<file path="src/rtl/tree_fanin_pkg.sv">
// Shared constants, index helpers and the upstream beat type for the tree fan-in collector.
package tree_fanin_pkg;

    localparam int DEF_NUM_CHILDREN = 5;
    localparam int DEF_DATA_W       = 16;

    // Source tag width; never narrower than one bit.
    function automatic int src_w(input int n);
        return (n > 2) ? $clog2(n) : 1;
    endfunction

    localparam int DEF_SRC_W = src_w(DEF_NUM_CHILDREN);

    function automatic int wrap_idx(input int idx, input int n);
        return idx % n;
    endfunction

    typedef struct packed {
        logic [DEF_SRC_W-1:0]  src;
        logic [DEF_DATA_W-1:0] data;
    } beat_t;

endpackage

</file>
<file path="src/rtl/tree_fanin_rr_arb.sv">
// Combinational round-robin arbiter: scans requests starting at the pointer, wrapping modulo N.
module tree_fanin_rr_arb
    import tree_fanin_pkg::*;
#(
    parameter int N     = DEF_NUM_CHILDREN,
    parameter int IDX_W = src_w(N)
) (
    input  logic [N-1:0]     i_req,
    input  logic [IDX_W-1:0] i_ptr,
    output logic [N-1:0]     o_gnt,
    output logic [IDX_W-1:0] o_idx,
    output logic             o_any
);

    logic w_found;

    always_comb begin
        // NOTE: every output gets a default first, so no path through the loop can infer a latch.
        o_gnt   = '0;
        o_idx   = '0;
        w_found = 1'b0;
        for (int k = 0; k < N; k++) begin
            if (!w_found && i_req[wrap_idx(int'(i_ptr) + k, N)]) begin
                w_found = 1'b1;
                o_gnt[wrap_idx(int'(i_ptr) + k, N)] = 1'b1;
                o_idx = IDX_W'(wrap_idx(int'(i_ptr) + k, N));
            end
        end
    end

    assign o_any = w_found;

endmodule

</file>
<file path="src/rtl/tree_fanin_collector.sv">
// Tree fan-in collector: one hold register per child, round-robin merge into one tagged upstream stream.
// Optional even-parity output enabled by defining TREE_FANIN_PARITY_EN.
module tree_fanin_collector
    import tree_fanin_pkg::*;
#(
    parameter int NUM_CHILDREN = DEF_NUM_CHILDREN,
    parameter int DATA_W       = DEF_DATA_W,
    parameter int SRC_W        = src_w(NUM_CHILDREN)
) (
    input  logic                           clk,
    input  logic                           rst,
    input  logic [NUM_CHILDREN-1:0]        child_valid,
    output logic [NUM_CHILDREN-1:0]        child_ready,
    input  logic [NUM_CHILDREN*DATA_W-1:0] child_data,
    output logic                           up_valid,
    input  logic                           up_ready,
    output logic [DATA_W-1:0]              up_data,
    output logic [SRC_W-1:0]               up_src,
    output logic [15:0]                    up_count
`ifdef TREE_FANIN_PARITY_EN
    ,
    output logic                           up_parity
`endif
);

    typedef struct packed {
        logic [SRC_W-1:0]  src;
        logic [DATA_W-1:0] data;
    } out_beat_t;

    logic [NUM_CHILDREN-1:0] r_hold_valid;
    logic [DATA_W-1:0]       r_hold_data [NUM_CHILDREN];
    out_beat_t               r_out;
    logic                    r_out_valid;
    logic [SRC_W-1:0]        r_rr_ptr;
    logic [15:0]             r_up_count;

    logic [NUM_CHILDREN-1:0] w_gnt;
    logic [SRC_W-1:0]        w_gnt_idx;
    logic                    w_gnt_any;
    logic                    w_out_free;
    logic                    w_load;
    logic                    w_pop;
    logic [DATA_W-1:0]       w_sel_data;

    assign w_out_free = ~r_out_valid | up_ready;
    assign w_load     = w_out_free & w_gnt_any;
    assign w_pop      = r_out_valid & up_ready;
    assign w_sel_data = r_hold_data[w_gnt_idx];

    tree_fanin_rr_arb #(
        .N     (NUM_CHILDREN),
        .IDX_W (SRC_W)
    ) u_arb (
        .i_req (r_hold_valid),
        .i_ptr (r_rr_ptr),
        .o_gnt (w_gnt),
        .o_idx (w_gnt_idx),
        .o_any (w_gnt_any)
    );

    // A granted hold had child_ready low, so clear and refill never collide on one entry.
    always_ff @(posedge clk) begin
        // NOTE: sequential state uses non-blocking assignments so every register samples pre-edge values.
        if (rst) begin
            r_hold_valid <= '0;
        end else begin
            for (int i = 0; i < NUM_CHILDREN; i++) begin
                if (w_load && w_gnt[i]) begin
                    r_hold_valid[i] <= 1'b0;
                end else if (child_valid[i] && !r_hold_valid[i]) begin
                    r_hold_valid[i] <= 1'b1;
                end
            end
        end
    end

    // NOTE: payload storage is not reset; hold_valid qualifies it and reset clears that.
    always_ff @(posedge clk) begin
        for (int i = 0; i < NUM_CHILDREN; i++) begin
            if (child_valid[i] && !r_hold_valid[i]) begin
                r_hold_data[i] <= child_data[i*DATA_W +: DATA_W];
            end
        end
    end

    always_ff @(posedge clk) begin
        if (rst) begin
            r_out_valid <= 1'b0;
            r_out       <= '0;
        end else if (w_load) begin
            r_out_valid <= 1'b1;
            r_out.src   <= w_gnt_idx;
            r_out.data  <= w_sel_data;
        end else if (w_pop) begin
            r_out_valid <= 1'b0;
        end
    end

    always_ff @(posedge clk) begin
        if (rst) begin
            r_rr_ptr <= '0;
        end else if (w_load) begin
            r_rr_ptr <= SRC_W'(wrap_idx(int'(w_gnt_idx) + 1, NUM_CHILDREN));
        end
    end

    always_ff @(posedge clk) begin
        if (rst) begin
            r_up_count <= '0;
        end else if (w_pop) begin
            r_up_count <= r_up_count + 16'd1;
        end
    end

`ifdef TREE_FANIN_PARITY_EN
    logic r_parity;

    always_ff @(posedge clk) begin
        if (rst) begin
            r_parity <= 1'b0;
        end else if (w_load) begin
            r_parity <= ^{w_gnt_idx, w_sel_data};
        end
    end

    assign up_parity = r_parity;
`endif

    assign child_ready = ~r_hold_valid;
    assign up_valid    = r_out_valid;
    assign up_data     = r_out.data;
    assign up_src      = r_out.src;
    assign up_count    = r_up_count;

endmodule
</file>
<file path="config.mk">
export PLATFORM = sky130hd
export DESIGN_NAME = tree_fanin_collector
export DESIGN_NICKNAME = d
export VERILOG_FILES = /design/src/rtl/tree_fanin_pkg.sv /design/src/rtl/tree_fanin_rr_arb.sv /design/src/rtl/tree_fanin_collector.sv
export SDC_FILE = /design/constraint.sdc
export NUM_CORES = 1
export LEC_CHECK = 0
export BUFFER_PORTS_ARGS = -buffer_cell sky130_fd_sc_hd__buf_2
export CORE_AREA = 10 10 124 126
export DETAILED_ROUTE_END_ITERATION = 16
export DIE_AREA = 0 0 134 136
export PLACE_DENSITY = 0.82
export RECOVER_POWER = 50
export SYNTH_ARGS = -nofsm -noshare
export SYNTH_HDL_FRONTEND = slang
export SYNTH_HIERARCHICAL = 1
export SYNTH_SLANG_ARGS = --single-unit
</file>
<file path="constraint.sdc">
create_clock -name clk -period 10.73 [get_ports clk]
set_input_delay 1.073 -clock clk [delete_from_list [all_inputs] [get_ports clk]]
set_output_delay 1.073 -clock clk [all_outputs]
set_load 0.01 [all_outputs]
</file>
==> flow_metrics.tcl, run 1 <==
set metrics [dict create \
    status "finished clean" \
    finalCritPeriodShare 0.777 \
    vias_per_cell 6.26 \
    hpwl_um 14900 \
    antenna_found_initial 0 \
    finalHoldViolations 0 \
    antenna_left 0 \
    clock.fmax_ghz 0.120 \
    synth_warnings 6 \
    synth-main-ff-cell "edfxtp_1" \
    fin_util 0.675 \
    final.min_clock_period_ns 8.33 \
    cts_setup_buffers 0 \
    rsz0062_at_grt "false" \
    clock-sinks 124 \
    cts_tree "yes" \
    place_inst 986 \
    critical-path-slowest-cell "or3_1" \
    n_fill_cell 961 \
    place_ws_ns 2.61 \
    vias 6369 \
    drt-total-wl_um 20700 \
    cts_buffers 17 \
    clock-root-buffer "clkbuf_16" \
    drv_cap 0 \
    grt_pass1_vias 6381 \
    cts-resized-gates 0 \
    yosysSeqAreaShare 0.442 \
    worstSetupStartpointType "flip-flop" \
    cts_max_path_buffers 2 \
    drcViolationCount 0 \
    drt_iter0_markers 590 \
    area_growth_pct 18.0 \
    path_clk_slew_ns 0.06 \
    dieArea_sq_mm 0.0182 \
    crit_arrival_ns 8.64 \
    final_cells 1018 \
    wl_per_cell_um 20.3 \
    final_layout_size_suffix_gt1_frac 0.255 \
    cp_common_cell "ha_1" \
    dr.pass1.iters 5 \
    die_x_um 134 \
    avgSynthCellArea_sq_um 10.5 \
    synth-seq-cells 124 \
    rows 42 \
    pin_count 129 \
    start_util 0.572 \
    critPathKind "reg2reg" \
    place.gp.congestion 0.969 \
    mostFrequentLayoutCells "buf_2 (121), edfxtp_1 (80), nor2_1 (71)" \
    grt_pass1_wl_um 32800 \
    clock_skew_ns 0.0155 \
    cts_max_level 4 \
    final_common_cell "buf_2" \
    finalSetupViolCount 0 \
    n_antenna_cell 0 \
    gr-total-overflow 0 \
    required_ns 11.04 \
    syn_area_sq_mm 0.00743 \
    chipHeight_um 136 \
    nNetsFinal 953 \
    grt_max_degree 46 \
    track_usage 0.223 \
    clkLatencyLatePin_ns 0.42 \
    cts_hold_buf 0 \
    cp_max_fo 45 \
    hold_path_class "reg2reg" \
    finalMaxSlewViolations 0 \
    synth_cell_types 93 \
    worst_pin_slew_ns 1.25 \
    portBuffers 128 \
    coreArea_sq_mm 0.0130 \
    setup_ws_ns 2.40 \
    max_stage_delay_ns 0.49 \
    synthCells 709 \
    ys_async_sr_fraction 0 \
    maxSlewHeadroom 0.168 \
    fin_tns_setup_ns 0 \
    synth_nets 833 \
    cp-end-kind "flip-flop" \
    synth_edf_count 80 \
]
==> cell type report <==
class | count | area (sq um) | share of cell area
multi-input cells | 514 | 3860 | 0.440
flip-flops and latches | 124 | 3280 | 0.374
repair buffers | 138 | 692 | 0.0789
clock buffers | 18 | 439 | 0.0501
well taps | 176 | 220 | 0.0251
clock inverters | 14 | 148 | 0.0168
inverters | 34 | 128 | 0.0146
==> registers in the layout (all words and copies together), names as in the netlist <==
register      flops
up_src            3
up_valid          1
r_rr_ptr          3
r_hold_valid      5
up_count         16
up_data          16
r_hold_data      80
==> cell usage after synthesis (8+ instances only) <==
cell type	instances	share of area
edfxtp_1	80	0.32
nor2_1	71	0.036
nand2_1	48	0.024
dfxtp_1	44	0.12
ha_1	36	0.061
a21oi_1	34	0.023
a211oi_1	31	0.031
inv_1	31	0.016
mux2i_1	24	0.032
o21ai_0	23	0.015
nor3_1	19	0.013
xnor2_1	19	0.022
clkbuf_1	18	0.0091
nand3_1	18	0.012
mux4_2	16	0.049
buf_2	12	0.0081
nor2b_1	12	0.010
or3_1	9	0.0076
and3_1	8	0.0067
==> stage by stage <==
| step | hold WS [ns] | area [sq um] |
|---|---|---|
| after global placement | 0.459 | 8200 |
| final | 0.459 | 8770 |
| after CTS | 0.458 | 8790 |
| after detailed placement | 0.448 | 8200 |
| after global routing | 0.492 | 8770 |
| after floorplan | 0.481 | 7430 |
==> path summary, 6_finish.rpt <==
kind          startpoint           to  slack (ns)  cells after the start
max          r_rr_ptr[0]  r_rr_ptr[1]        2.40                     29
min            up_src[1]    up_src[1]        0.46                      2
min reg2reg    up_src[1]    up_src[1]        0.46                      2
max reg2reg  r_rr_ptr[0]  r_rr_ptr[1]        2.40                     29
==> worst max-delay path: cells and delay by family (launching register included) <==
kind / cells / cell delay [ns]
compound gates: 7 / 2.20
fa+ha+maj: 7 / 2.25
buf+inv: 7 / 1.45
flops: 1 / 0.30
simple gates: 8 / 2.02
==> cells by family (layout without fill, tap and decap cells) <==
kind of cell,Yosys count,after routing,synth area share
simple gates,235,235,0.165
compound gates,172,172,0.171
flops,124,124,0.442
buf+inv,71,204,0.0419
mux,44,44,0.0869
fa+ha+maj,36,36,0.0606
xor+xnor,27,27,0.0329
==> metal layers <==
metal | part of all wire | wire length [um] | vias to the layer above | track usage
met2 | 0.50 | 10300 | 326 | 0.376
li1 | - | - | 2929 | -
met4 | 0.019 | 395 | 0 | 0.0798
met3 | 0.088 | 1810 | 36 | 0.0675
met1 | 0.39 | 8160 | 3078 | 0.265
met5 | 0 | 0 | - | 0
Power of run 1 is left out: the tool's default activity adds up to more than one toggle a clock period on the data nets, which glitch-free logic cannot reach.
==> run 2, diff against run 1 <==
--- a/config.mk
+++ b/config.mk
@@ -5,11 +5,12 @@
 export SDC_FILE = /design/constraint.sdc
 export NUM_CORES = 1
 export LEC_CHECK = 0
+export ABC_AREA = 1
 export BUFFER_PORTS_ARGS = -buffer_cell sky130_fd_sc_hd__buf_2
-export CORE_AREA = 10 10 124 126
+export CORE_AREA = 10 10 130 132
 export DETAILED_ROUTE_END_ITERATION = 16
-export DIE_AREA = 0 0 134 136
-export PLACE_DENSITY = 0.82
+export DIE_AREA = 0 0 140 142
+export PLACE_DENSITY = 0.76
 export RECOVER_POWER = 50
 export SYNTH_ARGS = -nofsm -noshare
 export SYNTH_HDL_FRONTEND = slang
==> constraint.sdc (replaced) <==
create_clock -name clk -period 6.9 [get_ports clk]
set_input_delay 0.69 -clock clk [delete_from_list [all_inputs] [get_ports clk]]
set_output_delay 0.69 -clock clk [all_outputs]
set_load 0.01 [all_outputs]
==> run 2 against run 1 <==
Against the previous run: hold slack worse by 0.019 ns; first-iteration DRC count down 15%; sequential share of layout area up 0.71 points.
==> flow_metrics.tcl, run 2 <==
set metrics [dict create \
    status "finished clean" \
    fin_tns_setup_ns 0 \
    hold_path_class "in2reg" \
    final_layout_size_suffix_gt1_frac 0.227 \
    ys_top_cells_by_area "edfxtp_1 (34%), dfxtp_1 (12%), nand2_1 (8.2%)" \
    mostFrequentLayoutCells "nand2_1 (158), buf_2 (119), inv_1 (92)" \
    synth_edf_count 80 \
    start_util 0.500 \
    critPathBufInv 10 \
    cp_common_cell "inv_1" \
    clock-root-buffer "clkbuf_16" \
    finalMaxSlewViolations 0 \
    final_cells 1189 \
    coreArea_sq_mm 0.0143 \
    dr.pass1.iters 6 \
    drt_iter0_markers 502 \
    crit_arrival_ns 6.40 \
    cts-resized-gates 0 \
    place.gp.congestion 0.957 \
    synth_nets 980 \
    yosysSeqAreaShare 0.459 \
    grt_max_degree 37 \
    dieArea_sq_mm 0.0199 \
    ys_async_sr_fraction 0 \
    synth_area_leader_cell "edfxtp_1" \
    fin_util 0.601 \
    synth_warnings 6 \
    drcViolationCount 0 \
    rsz0062_at_grt "false" \
    finalCritPeriodShare 0.880 \
    rows 44 \
    die_x_um 140 \
    syn_area_sq_mm 0.00715 \
    finalSetupViolCount 0 \
    cts_setup_buffers 0 \
    grt_pass1_wl_um 31200 \
    grt_pass1_vias 6349 \
    track_usage 0.191 \
    place_inst 1157 \
    avgSynthCellArea_sq_um 8.36 \
    synth-seq-cells 124 \
    yosysTopAreaCellShare 0.336 \
    cp-end-kind "flip-flop" \
    gr-total-overflow 0 \
    area_growth_pct 20.3 \
    finalHoldViolations 0 \
    critPathKind "reg2reg" \
    cts_hold_buf 0 \
    vias 6377 \
    cpLargestDelayFamily "simple AND/OR/NAND/NOR gates" \
    largest_register_ffs 80 \
    synth_top_cells_by_count "nand2_1 (157), inv_1 (92), nor2_1 (89)" \
    nNetsFinal 1116 \
    critical-path-slowest-cell "dfxtp_1" \
    chipHeight_um 142 \
    synthCells 856 \
    path_clk_slew_ns 0.06 \
    max_stage_delay_ns 0.58 \
    cp_max_fo 19 \
    final.min_clock_period_ns 6.07 \
    wl_per_cell_um 16.2 \
    worst_pin_slew_ns 1.18 \
    pin_count 129 \
    required_ns 7.23 \
    cts_tree "yes" \
    holdWs_ns 0.440 \
    antenna_found_initial 0 \
    vias_per_cell 5.36 \
    maxSlewHeadroom 0.214 \
    clock-sinks 124 \
    largest_register "r_hold_data" \
    n_antenna_cell 0 \
    antenna_left 0 \
    drv_cap 0 \
    clkLatencyLatePin_ns 0.42 \
    synth_cell_types 43 \
    cts_max_path_buffers 2 \
    drt-total-wl_um 19300 \
    synth.most_common_cell "nand2_1" \
    portBuffers 128 \
    hpwl_um 14200 \
    clock_skew_ns 0.00894 \
    cts_buffers 17 \
    synth-main-ff-cell "edfxtp_1" \
    clock.fmax_ghz 0.165 \
    cts_max_level 4 \
    worstSetupStartpointType "flip-flop" \
    final_common_cell "nand2_1" \
]
-- run 2: path summary, 6_finish.rpt --
| kind | cells after the start | startpoint | end | slack, ns |
|---|---|---|---|---|
| hold / removal | 1 | child_data[0] | r_hold_data[0][0] | 0.44 |
| setup reg to reg | 41 | r_rr_ptr[1] | r_rr_ptr[1] | 0.83 |
| setup / recovery | 41 | r_rr_ptr[1] | r_rr_ptr[1] | 0.83 |
| hold reg to reg | 2 | up_count[12] | up_count[12] | 0.50 |
-- run 2: cell type report --
type	instances	area [sq um]
fillers	1268	5710
clock buffers	17	425
inverters	106	410
clock inverters	15	213
repair buffers	139	701
well taps	184	230
multi-input cells	604	3340
flip-flops and latches	124	3280
-- run 2: logic make-up after synthesis --
group,count (synthesis),share of synthesized area
compound gates,176,0.135
xor+xnor,11,0.0135
simple gates,381,0.256
buf+inv,128,0.0738
fa+ha+maj,36,0.0630
flops,124,0.459
-- run 2: metrics by stage --
step / cell area, sq um / setup WS [ns]
global placement: 7990 / 1.16
global route: 8600 / 0.309
CTS: 8630 / 0.927
finish: 8600 / 0.826
floorplan: 7150 / 1.65
detailed placement: 7990 / 0.983
-- run 2: metal layers --
layer  GRT usage  up-vias  routed length (um)
li1            -     3163                   -
met1       0.236     2884                8280
met5           0        -                   0
met4      0.0810        0                 539
met3      0.0521       44                1470
met2       0.311      286                9030
-- run 2: worst reg2reg max path, delay by kind of cell (launching register included) --
| family | cells | cell delay [ns] |
|---|---|---|
| flops | 1 | 0.58 |
| xor+xnor | 2 | 0.50 |
| fa+ha+maj | 6 | 1.37 |
| buf+inv | 10 | 1.22 |
| simple gates | 23 | 2.31 |
Power of run 2 is left out for the same reason.
